$ cat src/rtl/chan_mux_pkg.sv
// Shared types and default sizing for the channel scan multiplexer.
package chan_mux_pkg;

  typedef enum logic [1:0] {
    S_MAN  = 2'd0,
    S_SCAN = 2'd1,
    S_HOLD = 2'd2
  } state_e;

  localparam int unsigned N_IN_DEF    = 6;
  localparam int unsigned SEL_W_DEF   = 3;
  localparam int unsigned DWELL_W_DEF = 4;

endpackage

$ cat src/rtl/chan_scan_mux_if.sv
// Control/data bundle between the switch inputs and the indicator logic.
interface chan_scan_mux_if
  import chan_mux_pkg::*;
#(
  parameter int unsigned N_IN    = N_IN_DEF,
  parameter int unsigned SEL_W   = SEL_W_DEF,
  parameter int unsigned DWELL_W = DWELL_W_DEF
) ();

  logic [N_IN-1:0]    in;
  logic [SEL_W-1:0]   sel;
  logic               mode;
  logic               hold;
  logic [DWELL_W-1:0] dwell;
  logic               out;
  logic [SEL_W-1:0]   cur_sel;
  logic               wrap;
  logic               bad_sel;

  modport master (
    output in, sel, mode, hold, dwell,
    input  out, cur_sel, wrap, bad_sel
  );

  modport slave (
    input  in, sel, mode, hold, dwell,
    output out, cur_sel, wrap, bad_sel
  );

endinterface

$ cat src/rtl/chan_scan_mux_scan_counter.sv
// Channel index and dwell counter; flags the N_IN-1 -> 0 wrap step.
module scan_counter
  import chan_mux_pkg::*;
#(
  parameter int unsigned N_IN    = N_IN_DEF,
  parameter int unsigned SEL_W   = SEL_W_DEF,
  parameter int unsigned DWELL_W = DWELL_W_DEF
) (
  input  logic               clock,
  input  logic               resetn,
  input  logic               load,
  input  logic [SEL_W-1:0]   load_sel,
  input  logic               restart,
  input  logic               enable,
  input  logic               keep,
  input  logic [DWELL_W-1:0] dwell,
  output logic [SEL_W-1:0]   cur_sel,
  output logic               wrap_c
);

  logic [DWELL_W-1:0] cnt_q, cnt_d;
  logic [SEL_W-1:0]   cur_sel_q, cur_sel_d;
  logic               step_c;
  logic               last_c;

  // >= so that lowering dwell below the running count advances immediately
  assign step_c  = (cnt_q >= dwell);
  assign last_c  = (cur_sel_q == SEL_W'(N_IN - 1));
  assign wrap_c  = enable && step_c && last_c;
  assign cur_sel = cur_sel_q;

  always_comb begin
    cnt_d     = keep ? cnt_q : '0;
    cur_sel_d = cur_sel_q;
    if (load) begin
      cur_sel_d = load_sel;
      cnt_d     = '0;
    end else if (restart) begin
      cur_sel_d = '0;
      cnt_d     = '0;
    end else if (enable) begin
      if (step_c) begin
        cnt_d     = '0;
        cur_sel_d = last_c ? '0 : cur_sel_q + SEL_W'(1);
      end else begin
        cnt_d = cnt_q + DWELL_W'(1);
      end
    end
  end

  always_ff @(posedge clock or negedge resetn) begin
    if (!resetn) begin
      cnt_q     <= '0;
      cur_sel_q <= '0;
    end else begin
      cnt_q     <= cnt_d;
      cur_sel_q <= cur_sel_d;
    end
  end

endmodule

$ cat src/rtl/chan_scan_mux.sv
// N-input 1-bit channel selector with manual select and pausable auto-scan.
module chan_scan_mux
  import chan_mux_pkg::*;
#(
  parameter int unsigned N_IN    = N_IN_DEF,
  parameter int unsigned SEL_W   = SEL_W_DEF,
  parameter int unsigned DWELL_W = DWELL_W_DEF
) (
  input  logic            clock,
  input  logic            resetn,
  chan_scan_mux_if.slave  bus
);

  state_e           state_q, state_d;
  logic             out_q, out_d;
  logic             wrap_q, wrap_d;
  logic             bad_sel_q, bad_sel_d;
  logic             load, restart, enable, keep;
  logic             wrap_c;
  logic             sel_bad_c;
  logic [SEL_W-1:0] eff_sel_c;
  logic [SEL_W-1:0] cur_sel;

  scan_counter #(
    .N_IN    (N_IN),
    .SEL_W   (SEL_W),
    .DWELL_W (DWELL_W)
  ) u_scan_counter (
    .clock    (clock),
    .resetn   (resetn),
    .load     (load),
    .load_sel (bus.sel),
    .restart  (restart),
    .enable   (enable),
    .keep     (keep),
    .dwell    (bus.dwell),
    .cur_sel  (cur_sel),
    .wrap_c   (wrap_c)
  );

  // Extra bit keeps the compare valid when N_IN == 2**SEL_W
  assign sel_bad_c = ({1'b0, bus.sel} >= (SEL_W + 1)'(N_IN));

  always_comb begin
    state_d   = state_q;
    load      = 1'b0;
    restart   = 1'b0;
    enable    = 1'b0;
    keep      = 1'b0;
    bad_sel_d = 1'b0;
    case (state_q)
      S_MAN: begin
        bad_sel_d = sel_bad_c;
        if (bus.mode) begin
          state_d = S_SCAN;
          restart = 1'b1;
        end else begin
          load = 1'b1;
        end
      end
      S_SCAN: begin
        if (!bus.mode) begin
          state_d = S_MAN;
        end else if (bus.hold) begin
          state_d = S_HOLD;
          keep    = 1'b1;
        end else begin
          enable = 1'b1;
        end
      end
      S_HOLD: begin
        if (!bus.mode) begin
          state_d = S_MAN;
        end else begin
          keep = 1'b1;
          if (!bus.hold) state_d = S_SCAN;
        end
      end
      default: state_d = S_MAN;
    endcase

    wrap_d    = wrap_c;
    eff_sel_c = (state_q == S_MAN) ? bus.sel : cur_sel;
    // Out-of-range selects match no channel and read as 0
    out_d = 1'b0;
    for (int i = 0; i < int'(N_IN); i++) begin
      if (eff_sel_c == SEL_W'(i)) out_d = bus.in[i];
    end
  end

  always_ff @(posedge clock or negedge resetn) begin
    if (!resetn) begin
      state_q   <= S_MAN;
      out_q     <= 1'b0;
      wrap_q    <= 1'b0;
      bad_sel_q <= 1'b0;
    end else begin
      state_q   <= state_d;
      out_q     <= out_d;
      wrap_q    <= wrap_d;
      bad_sel_q <= bad_sel_d;
    end
  end

  assign bus.out     = out_q;
  assign bus.cur_sel = cur_sel;
  assign bus.wrap    = wrap_q;
  assign bus.bad_sel = bad_sel_q;

endmodule
$ cat src/flat_wrapper.sv
// flat-port wrapper written by rule: the top's interface ports become plain ports
module chan_scan_mux_flat import chan_mux_pkg::*;
#(
  parameter int unsigned N_IN    = N_IN_DEF,
  parameter int unsigned SEL_W   = SEL_W_DEF,
  parameter int unsigned DWELL_W = DWELL_W_DEF
)
  (clock, resetn, bus_in, bus_sel, bus_mode, bus_hold, bus_dwell, bus_out, bus_cur_sel, bus_wrap, bus_bad_sel);
  chan_scan_mux_if #(.N_IN(N_IN), .SEL_W(SEL_W), .DWELL_W(DWELL_W)) bus_i ();
  input  logic clock;
  input  logic resetn;
  input wire logic [$bits(bus_i.in)-1:0] bus_in;
  input wire logic [$bits(bus_i.sel)-1:0] bus_sel;
  input wire logic [$bits(bus_i.mode)-1:0] bus_mode;
  input wire logic [$bits(bus_i.hold)-1:0] bus_hold;
  input wire logic [$bits(bus_i.dwell)-1:0] bus_dwell;
  output wire logic [$bits(bus_i.out)-1:0] bus_out;
  output wire logic [$bits(bus_i.cur_sel)-1:0] bus_cur_sel;
  output wire logic [$bits(bus_i.wrap)-1:0] bus_wrap;
  output wire logic [$bits(bus_i.bad_sel)-1:0] bus_bad_sel;
  assign bus_i.in = bus_in;
  assign bus_i.sel = bus_sel;
  assign bus_i.mode = bus_mode;
  assign bus_i.hold = bus_hold;
  assign bus_i.dwell = bus_dwell;
  assign bus_out = bus_i.out;
  assign bus_cur_sel = bus_i.cur_sel;
  assign bus_wrap = bus_i.wrap;
  assign bus_bad_sel = bus_i.bad_sel;
  chan_scan_mux #(.N_IN(N_IN), .SEL_W(SEL_W), .DWELL_W(DWELL_W)) u_core (.clock(clock), .resetn(resetn), .bus(bus_i));
endmodule
$ cat config.mk
export PLATFORM = sky130hd
export DESIGN_NAME = chan_scan_mux_flat
export DESIGN_NICKNAME = d
export VERILOG_FILES = /design/src/rtl/chan_mux_pkg.sv /design/src/rtl/chan_scan_mux_if.sv /design/src/rtl/chan_scan_mux_scan_counter.sv /design/src/rtl/chan_scan_mux.sv /design/src/flat_wrapper.sv
export SDC_FILE = /design/constraint.sdc
export NUM_CORES = 1
export LEC_CHECK = 0
export CAP_MARGIN = 5
export CORE_MARGIN = 1.5
export CORE_UTILIZATION = 52
export CTS_CLUSTER_SIZE = 30
export DETAILED_ROUTE_END_ITERATION = 10
export GPL_TIMING_DRIVEN = 0
export PLACE_DENSITY = 0.91
export SLEW_MARGIN = 20
export SYNTH_ARGS = -nofsm -noshare
export SYNTH_HDL_FRONTEND = slang
export SYNTH_HIERARCHICAL = 1
export SYNTH_SLANG_ARGS = --single-unit
export TNS_END_PERCENT = 10
$ cat constraint.sdc
create_clock -name clock -period 4.3 [get_ports clock]
set_clock_uncertainty 0.05 [all_clocks]
set_input_delay 0.86 -clock clock [delete_from_list [all_inputs] [get_ports clock]]
set_output_delay 0.86 -clock clock [all_outputs]
set_load 0.02 [all_outputs]
==> flow_metrics.env, run 1 <==
export IMPL_min_path_type="flip-flop to flip-flop"
export IMPL_ios=23
export IMPL_dieArea_um2=2120
export IMPL_timing_final_hold_violations=0
export IMPL_core_um2=1730
export IMPL_holdCritStartpoint="u_core/u_scan_counter/cnt_q[0]"
export IMPL_synth_area_top_cells="dfrtp_1 (31%), ha_1 (12%), mux2i_1 (5.2%), a22o_1 (3.6%), inv_1 (3.5%)"
export IMPL_overflow=0
export IMPL_final_antenna_net_count=0
export IMPL_drive_above_1_share=0.129
export IMPL_die_x_um=46.0
export IMPL_netlist_instances=98
export IMPL_cts_tree="yes"
export IMPL_rr_endpoint="u_core/u_scan_counter/cur_sel[1]"
export IMPL_ys_flop_type="dfrtp_1"
export IMPL_criticalPathCategory="flip-flop to output pin"
export IMPL_drt_pass1_iter_count=4
export IMPL_fin_nets=151
export IMPL_viasPerCell=5.79
export IMPL_tritoncts_num_sinks=12
export IMPL_peakVddDrop_mv=0.367
export IMPL_finish_utilization=0.725
export IMPL_port_buffers=22
export IMPL_die_h_um=46.0
export IMPL_cp_end_kind="output pin"
export IMPL_grt_pass1_vias=805
export IMPL_rr_worst_depth=9
export IMPL_drv_slew=0
export IMPL_grt_setup_unrepaired="false"
export IMPL_wirelength_um=2120
export IMPL_postSynth_asyncResetShare=1.00
export IMPL_setup_tns_ns=0
export IMPL_rows=15
export IMPL_leakage_uw=0.000568
export IMPL_cp_slowest_cell="clkdlybuf4s50_1"
export IMPL_cp_cell_sequence="clkdlybuf4s50_1"
export IMPL_dpl_cell_count=145
export IMPL_worst_slew_pin_slew_ns=0.562
export IMPL_rr_startpoint="u_core/state_q[1]"
export IMPL_hold_buffers=0
export IMPL_ys_seq_area_frac=0.312
export IMPL_slew_headroom=0.624
export IMPL_cp_slowest_stage_delay_ns=0.67
export IMPL_r2r_slack_ns=2.12
export IMPL_clk_pin_slew_worst_paths_ns=0.08
export IMPL_grt_pass1_wl_um=3390
export IMPL_synth_fp_nets=124
export IMPL_yosysMostFrequentCell="dfrtp_1"
export IMPL_synth_seq_cells=12
export IMPL_syn_to_final_growth_pct=29.9
export IMPL_cts_buffer_depth=2
export IMPL_root_buffer="clkbuf_4"
export IMPL_hold_end="u_core/u_scan_counter/cnt_q[0]"
export IMPL_cts_inserted_buffers=3
export IMPL_setup_viol=0
export IMPL_fin_crit_ns=2.41
export IMPL_drc=0
export IMPL_htree_levels=1
export IMPL_initial_core_util=0.558
export IMPL_avgSynthCellArea_um2=9.83
export IMPL_synth_edf_count=0
export IMPL_critPathMaxFanout=11
export IMPL_antennaDiodeCount=0
export IMPL_critPathRequiredTime_ns=3.39
export IMPL_netlist_top_cells_count="dfrtp_1 (12), ha_1 (9), inv_1 (9)"
export IMPL_clock_latency_ns=0.28
export IMPL_synth_area_leader_cell="dfrtp_1"
export IMPL_routed_via_count=862
export IMPL_drtIter0Drc=7
export IMPL_antenna_found_initial=0
export IMPL_final_cells=149
export IMPL_cp_top_family="buffers and inverters"
export IMPL_cts_resized=0
export IMPL_dp_hpwl_um=1580
export IMPL_status="finished, final reports clean"
export IMPL_power_density_nw_per_um2=519
export IMPL_start_kind="flip-flop"
export IMPL_synth_area_um2=963
export IMPL_wl_per_cell_um=14.2
export IMPL_yosys_warnings=6
export IMPL_cp_num_buf_inv=1
export IMPL_yosysUniqueCellTypes=39
export IMPL_grt_total_usage=0.230
export IMPL_synth_top_area_share=0.312
export IMPL_fmax_mhz=415
export IMPL_place_congestion=0.811
export IMPL_cap_violations=0
export IMPL_worstPathArrival_ns=1.50
export IMPL_grt_max_degree=13
export IMPL_post_cts_buffers=0
export IMPL_fin_crit_sh=0.560
export IMPL_hold_depth=1
## sequential cells by signal, indices dropped and copies added, names as in the netlist
register and count:
u_core/u_scan_counter/cnt_q 4, u_core/bus.bad_sel 1, u_core/state_q 2, u_core/bus.wrap 1
u_core/bus.out 1, u_core/u_scan_counter/cur_sel 3
## power breakdown
part	switching [µW]	leakage [µW]	internal, µW
Combinational	182	0.000389	188
Clock	42.0	0.0000210	51.6
Sequential	42.7	0.000158	143
## per-layer routing
layer	GRT usage	part of all wire	up-vias
li1	-	-	412
met1	0.275	0.41	412
met2	0.383	0.52	34
met3	0.0397	0.051	4
met4	0.126	0.013	0
met5	0	0	-
## cell families after synthesis
kind of cell,synth area share
AOI/OAI and AO/OA,0.234
xor gates and xnor gates,0.00909
adders and majority gates,0.117
buffers and inverters,0.0519
DFF,0.312
muxes,0.106
and+or+nand+nor,0.170
## worst register-to-register path: cells and delay by family, from the launching register on
kind	cells	cell delay (ns)
DFF	1	0.44
muxes	1	0.36
AOI/OAI and AO/OA	1	0.16
buffers and inverters	3	0.44
adders and majority gates	1	0.22
and+or+nand+nor	3	0.41
## per-stage QoR
stage	hold slack, ns	setup slack (ns)	cell area (µm²)	total power, µW
finish	0.511	1.89	1250	649
global route	0.528	1.84	1250	694
CTS	0.510	1.89	1250	648
detailed placement	0.498	1.61	1210	549
global placement	0.500	1.68	1210	536
floorplan	0.451	2.20	963	444
## cells in the final DEF (no fill, tap or decap), types with 2 or more instances in the layout
cell type,instances
clkdlybuf4s50_1,22
dfrtp_1,12
inv_1,9
ha_1,9
nand2_1,7
a21oi_1,5
nor2_1,5
mux2i_1,5
o21ai_0,5
nor2b_1,4
a22o_1,4
clkbuf_4,3
o211ai_1,2
mux2_4,2
nand3_1,2
mux2_1,2
## how the worst max path moves through the flow
stage                                          start  depth (start not counted)  slack, ns                                to
floorplan                               bus_dwell[1]                          6       2.20  u_core/u_scan_counter/cur_sel[1]
global placement                        bus_dwell[1]                          7       1.68  u_core/u_scan_counter/cur_sel[1]
detailed placement                      bus_dwell[1]                          7       1.61  u_core/u_scan_counter/cur_sel[1]
CTS                 u_core/u_scan_counter/cur_sel[0]                          1       1.89                    bus_cur_sel[0]
global route        u_core/u_scan_counter/cur_sel[0]                          1       1.84                    bus_cur_sel[0]
finish              u_core/u_scan_counter/cur_sel[0]                          1       1.89                    bus_cur_sel[0]
## cell type report
type | count | area (µm²)
Buffer | 2 | 16.3
Clock buffer | 4 | 36.3
Fill cell | 139 | 475
Inverter | 9 | 33.8
Multi-Input combinational cell | 75 | 613
Sequential cell | 12 | 300
Tap cell | 25 | 31.3
Timing Repair Buffer | 22 | 220
Note: power is estimated with default switching activity, not from simulation.
==> inputs of run 2 (changes only) <==
--- a/config.mk
+++ b/config.mk
@@ -7,11 +7,11 @@
 export LEC_CHECK = 0
 export CAP_MARGIN = 5
 export CORE_MARGIN = 1.5
-export CORE_UTILIZATION = 52
+export CORE_UTILIZATION = 44
 export CTS_CLUSTER_SIZE = 30
 export DETAILED_ROUTE_END_ITERATION = 10
 export GPL_TIMING_DRIVEN = 0
-export PLACE_DENSITY = 0.91
+export PLACE_DENSITY = 0.83
 export SLEW_MARGIN = 20
 export SYNTH_ARGS = -nofsm -noshare
 export SYNTH_HDL_FRONTEND = slang
==> constraint.sdc (replaced) <==
create_clock -name clock -period 2.1 [get_ports clock]
set_clock_uncertainty 0.05 [all_clocks]
set_input_delay 0.42 -clock clock [delete_from_list [all_inputs] [get_ports clock]]
set_output_delay 0.42 -clock clock [all_outputs]
set_load 0.02 [all_outputs]
==> flow_metrics.env, run 2 (synthesized netlist as in run 1, its figures left out) <==
export IMPL_worstPathArrival_ns=2.13
export IMPL_mostFrequentLayoutCells="clkdlybuf4s50_1 (22), dfrtp_1 (12), inv_1 (9), ha_1 (9), nand2_1 (7)"
export IMPL_hold_buffers=0
export IMPL_antennaDiodeCount=0
export IMPL_grt_busiest_layer="met2"
export IMPL_final_common_cell="clkdlybuf4s50_1"
export IMPL_seqCellArea_um2=300
export IMPL_dpl_cell_count=147
export IMPL_peakVddDrop_mv=0.681
export IMPL_fin_crit_sh=0.954
export IMPL_critPathRequiredTime_ns=2.22
export IMPL_criticalPathCategory="flip-flop to flip-flop"
export IMPL_cap_violations=0
export IMPL_start_kind="flip-flop"
export IMPL_multi_input_area_um2=637
export IMPL_crit_start="u_core/state_q[0]"
export IMPL_fill_cells=164
export IMPL_grt_pass1_wl_um=3520
export IMPL_ios=23
export IMPL_power_density_nw_per_um2=1110
export IMPL_wirelength_um=2110
export IMPL_antenna_found_initial=0
export IMPL_grt_total_usage=0.186
export IMPL_fin_nets=155
export IMPL_met2_usage=0.336
export IMPL_setup_viol=0
export IMPL_port_buffers=22
export IMPL_final_antenna_net_count=0
export IMPL_cts_inserted_buffers=3
export IMPL_grtUsageMet3=0.0273
export IMPL_wl_per_cell_um=13.6
export IMPL_grt_pass1_vias=833
export IMPL_min_path_type="input pin to asynchronous set/reset pin"
export IMPL_drv_slew=0
export IMPL_dp_hpwl_um=1570
export IMPL_status="finished, final reports clean"
export IMPL_cts_tree="yes"
export IMPL_fmax_mhz=499
export IMPL_routed_via_count=852
export IMPL_final_cells=155
export IMPL_met1_usage=0.221
export IMPL_drc=0
export IMPL_dieArea_um2=2480
export IMPL_fin_crit_ns=2.00
export IMPL_overflow=0
export IMPL_drt_pass1_iter_count=4
export IMPL_rows=16
export IMPL_leakage_uw=0.000600
export IMPL_fin_area_um2=1310
export IMPL_syn_to_final_growth_pct=36.0
export IMPL_die_x_um=49.8
export IMPL_placed_area_um2=1220
export IMPL_slew_headroom=0.613
export IMPL_total_power_uw=1450
export IMPL_tritoncts_num_sinks=12
export IMPL_die_h_um=49.8
export IMPL_timing_final_hold_violations=0
export IMPL_cts_buffer_depth=2
export IMPL_critPathMaxFanout=10
export IMPL_drive_above_1_share=0.180
export IMPL_root_buffer="clkbuf_4"
export IMPL_holdWs_ns=0.442
export IMPL_clk_pin_slew_worst_paths_ns=0.08
export IMPL_regMostFlops="u_core/u_scan_counter/cnt_q"
export IMPL_place_congestion=0.780
export IMPL_viasPerCell=5.50
export IMPL_worst_slew_pin_slew_ns=0.579
export IMPL_rr_startpoint="u_core/state_q[0]"
export IMPL_cp_end_kind="flip-flop"
export IMPL_htree_levels=1
export IMPL_grt_max_degree=13
export IMPL_core_um2=2000
export IMPL_largest_reg_flops=4
export IMPL_initial_core_util=0.481
export IMPL_drtIter0Drc=19
export IMPL_clock_latency_ns=0.29
-- run 2: cell count changes in the layout (fill, tap and decap cells not counted) --
cell,delta
o32ai_4,+1
and2_2,+1
mux2_4,+1
o32ai_2,-1
clkbuf_4,+1
and2_1,-1
mux2_1,-1
nor2b_1,-1
buf_2,-1
buf_4,+4
nor2b_4,+1
-- run 2: worst max-delay path: stages, from the launching register on --
cell	delay, ns
dfrtp_1	0.35
inv_1	0.07
ha_1	0.23
clkbuf_4	0.19
nor2b_4	0.15
buf_6	0.15
nor2_4	0.12
nand2_1	0.10
o32ai_4	0.14
mux2_1	0.34
-- run 2: final cells by class --
type,instances,area share
sequential,12,0.229
buffer,2,0.0143
clock buffer,4,0.0277
multi-input combinational,75,0.486
inverter,9,0.0258
timing repair buffer,26,0.191
tap,27,0.0258
-- run 2: report_power, final --
group	switching, µW	internal (µW)
Sequential	80.6	292
Clock	87.9	106
Combinational	413	470
Total	581	868
-- run 2: what timing repair did --
action | CTS | global route
gates resized for setup | 2 | 4
endpoints found under the setup margin | 3 | 5
buffers inserted | 1 | 3
pin swaps | 0 | 1
-- run 2: final timing paths --
| check | endpoint | slack (ns) | depth (start not counted) |
|---|---|---|---|
| setup reg to reg | u_core/u_scan_counter/cur_sel[1] | 0.1 | 9 |
| hold / removal | u_core/state_q[0] | 0.44 | 1 |
| min in group clock | u_core/u_scan_counter/cnt_q[0] | 0.51 | 1 |
| setup / recovery | u_core/u_scan_counter/cur_sel[1] | 0.1 | 9 |
| hold reg to reg | u_core/u_scan_counter/cnt_q[0] | 0.51 | 1 |
| max in group asynchronous | u_core/bus.bad_sel | 1.17 | 1 |
-- run 2: metal layers --
metal / vias up / share of wire / wire, µm
li1: 424 / - / -
met1: 398 / 0.44 / 933
met2: 27 / 0.49 / 1040
met3: 3 / 0.046 / 98
met4: 0 / 0.018 / 38
met5: - / 0 / 0
-- run 2: stage by stage --
| stage | setup TNS [ns] | setup slack [ns] | util |
|---|---|---|---|
| floorplan | 0 | 0.190 | - |
| global placement | -0.190 | -0.0912 | 0.608 |
| detailed placement | -0.248 | -0.120 | 0.608 |
| CTS | 0 | 0.00117 | 0.633 |
| global route | -0.0154 | -0.00792 | 0.654 |
| finish | 0 | 0.0960 | 0.654 |
==> inputs of run 3 (changes only) <==
--- a/config.mk
+++ b/config.mk
@@ -5,6 +5,7 @@
 export SDC_FILE = /design/constraint.sdc
 export NUM_CORES = 1
 export LEC_CHECK = 0
+export ABC_AREA = 1
 export CAP_MARGIN = 5
 export CORE_MARGIN = 1.5
 export CORE_UTILIZATION = 44
@@ -12,7 +13,7 @@
 export DETAILED_ROUTE_END_ITERATION = 10
 export GPL_TIMING_DRIVEN = 0
 export PLACE_DENSITY = 0.83
-export SLEW_MARGIN = 20
+export SLEW_MARGIN = 15
 export SYNTH_ARGS = -nofsm -noshare
 export SYNTH_HDL_FRONTEND = slang
 export SYNTH_HIERARCHICAL = 1
==> constraint.sdc (replaced) <==
create_clock -name clock -period 2.1 [get_ports clock]
set_clock_uncertainty 0.05 [all_clocks]
set_input_delay 0.42 -clock clock [delete_from_list [all_inputs] [get_ports clock]]
set_output_delay 0.42 -clock clock [all_outputs]
set_load 0.1 [all_outputs]
==> flow_metrics.env, run 3 <==
export IMPL_status="finished, final reports clean"
export IMPL_fin_nets=189
export IMPL_die_h_um=50.0
export IMPL_cp_num_buf_inv=1
export IMPL_routed_via_count=920
export IMPL_grt_pass1_vias=840
export IMPL_wl_met1_um=832
export IMPL_cts_tree="yes"
export IMPL_p_int_uw=653
export IMPL_cts_buffer_depth=2
export IMPL_cp_top_family="buffers and inverters"
export IMPL_start_kind="flip-flop"
export IMPL_worstPathArrival_ns=1.55
export IMPL_top_layer_used="met4"
export IMPL_yosysMostFrequentCell="nand2_1"
export IMPL_antennaDiodeCount=0
export IMPL_overflow=0
export IMPL_cp_slowest_stage_delay_ns=0.87
export IMPL_antenna_found_initial=0
export IMPL_critPathMaxFanout=5
export IMPL_p_sw_uw=820
export IMPL_min_path_type="input pin to asynchronous set/reset pin"
export IMPL_dieArea_um2=2500
export IMPL_wirelength_um=1990
export IMPL_setup_viol=0
export IMPL_leakage_uw=0.000704
export IMPL_viasPerCell=4.89
export IMPL_grt_max_degree=13
export IMPL_swShare=0.557
export IMPL_rows=16
export IMPL_yosys_warnings=6
export IMPL_critPathRequiredTime_ns=1.63
export IMPL_regMostFlops="u_core/u_scan_counter/cnt_q"
export IMPL_cp_end_kind="output pin"
export IMPL_avgSynthCellArea_um2=7.09
export IMPL_worst_slew_pin_slew_ns=0.957
export IMPL_criticalPathCategory="flip-flop to output pin"
export IMPL_grt_setup_unrepaired="false"
export IMPL_combinationalPowerShare=0.662
export IMPL_clk_pin_slew_worst_paths_ns=0.07
export IMPL_grt_total_usage=0.173
export IMPL_final_antenna_net_count=0
export IMPL_final_common_cell="nand2_1"
export IMPL_htree_levels=1
export IMPL_ios=23
export IMPL_cap_violations=0
export IMPL_postSynth_asyncResetShare=1.00
export IMPL_grt_pass1_wl_um=3350
export IMPL_drtIter0Drc=41
export IMPL_synth_top_area_share=0.309
export IMPL_timing_final_hold_violations=0
export IMPL_drc=0
export IMPL_dr_wl_met2_um=1050
export IMPL_synth_area_top_cells="dfrtp_1 (31%), nand2_1 (15%), ha_1 (12%), inv_1 (9.7%), nand3_1 (9.3%)"
export IMPL_mostFrequentLayoutCells="nand2_1 (40), inv_1 (25), nand3_1 (18), clkdlybuf4s50_1 (15), dfrtp_1 (12)"
export IMPL_netlist_instances=137
export IMPL_drive_above_1_share=0.112
export IMPL_cp_cell_sequence="dlygate4sd2_1"
export IMPL_yosysUniqueCellTypes=22
export IMPL_synth_edf_count=0
export IMPL_largest_reg_flops=4
export IMPL_root_buffer="clkbuf_4"
export IMPL_place_congestion=0.785
export IMPL_fin_crit_sh=0.963
export IMPL_core_um2=2020
export IMPL_cp_slowest_cell="dlygate4sd2_1"
export IMPL_drt_pass1_iter_count=4
export IMPL_finish_utilization=0.608
export IMPL_dp_hpwl_um=1700
export IMPL_ys_seq_area_frac=0.309
export IMPL_layout_setup_ws_ns=0.0770
export IMPL_synth_area_leader_cell="dfrtp_1"
export IMPL_clock_latency_ns=0.27
export IMPL_preCtsSetupSlack_ns=-0.0413
export IMPL_peakVddDrop_mv=0.682
export IMPL_drv_slew=0
export IMPL_power_frac_clock=0.094
export IMPL_synth_fp_nets=163
export IMPL_power_density_nw_per_um2=1200
export IMPL_setup_tns_ns=0
export IMPL_die_x_um=50.0
export IMPL_synth_area_um2=971
export IMPL_hold_buffers=0
export IMPL_netlist_top_cells_count="nand2_1 (40), inv_1 (25), nand3_1 (18)"
export IMPL_seq_power_share=0.244
export IMPL_syn_to_final_growth_pct=26.5
export IMPL_ys_flop_type="dfrtp_1"
export IMPL_tritoncts_num_sinks=12
export IMPL_wl_met3_um=97
export IMPL_cts_inserted_buffers=3
export IMPL_wl_per_cell_um=10.6
export IMPL_initial_core_util=0.480
export IMPL_fin_crit_ns=2.02
export IMPL_fmax_mhz=494
export IMPL_synth_seq_cells=12
export IMPL_port_buffers=21
export IMPL_slew_headroom=0.365
[run 3: cell count changes after synthesis, sizes merged, moves of 4 or more]
cell and change:
nor2b -4, mux2i -5, mux2 -4, nand3 +17
a22o -4, inv +17, nand2 +38
[run 3: per-stage QoR]
step	std cells	power, µW	hold slack [ns]	instance area (µm²)
detailed placement	185	1370	0.479	1210
global route	188	1590	0.466	1230
CTS	188	1480	0.454	1230
finish	188	1470	0.451	1230
global placement	185	1320	0.472	1210
floorplan	137	1140	0.0744	971
[run 3: cell families after synthesis]
kind of cell	after synthesis	synth area share
compound gates	13	0.0747
xor+xnor	3	0.0271
buf+inv	28	0.120
flops	12	0.309
fa+ha+maj	9	0.116
simple gates	72	0.353
[run 3: area by class of cell]
type                            count  area (µm²)
Fill cell                         188         793
Multi-Input combinational cell     97         554
Sequential cell                    12         300
Timing Repair Buffer               21         201
Inverter                           26        97.6
Tap cell                           27        33.8
Clock buffer                        3        22.5
Buffer                              2        18.8
[run 3: power groups by stage]
| stage | combinational, µW | sequential, µW | clock [µW] |
|---|---|---|---|
| finish | 975 | 359 | 139 |
| global route | 1060 | 372 | 153 |
| global placement | 963 | 361 | 0 |
| CTS | 977 | 359 | 143 |
| detailed placement | 1000 | 365 | 0 |
| floorplan | 509 | 631 | 0 |
[run 3: path summary, 6_finish.rpt]
path / start / endpoint / slack, ns / cells after the start
hold / removal: resetn / u_core/u_scan_counter/cnt_q[3] / 0.45 / 1
setup / recovery: u_core/u_scan_counter/cur_sel[2] / bus_cur_sel[2] / 0.08 / 1
setup reg to reg: u_core/state_q[0] / u_core/u_scan_counter/cur_sel[1] / 0.36 / 9
hold reg to reg: u_core/u_scan_counter/cnt_q[0] / u_core/u_scan_counter/cnt_q[0] / 0.50 / 2
max in group asynchronous: resetn / u_core/bus.out / 1.19 / 1
min in group clock: bus_mode / u_core/state_q[1] / 0.46 / 3
[run 3: per-layer routing]
| layer | GRT usage | vias up |
|---|---|---|
| li1 | - | 481 |
| met1 | 0.191 | 417 |
| met2 | 0.324 | 20 |
| met3 | 0.0667 | 2 |
| met4 | 0.0139 | 0 |
| met5 | 0 | - |
[run 3: repair_timing]
action | CTS | global route
setup buffers | 0 | 0
setup endpoints to repair | 6 | 1
pin swaps | 0 | 0
hold endpoints to repair | 0 | 0
gates resized for setup | 8 | 2
[run 3: worst register-to-register path, delay by kind of cell (launching register included)]
kind,cells,cell delay [ns]
adder cells (fa/ha/maj),1,0.23
buffers and inverters,3,0.33
flip-flops,1,0.40
AND/OR/NAND/NOR,5,0.62
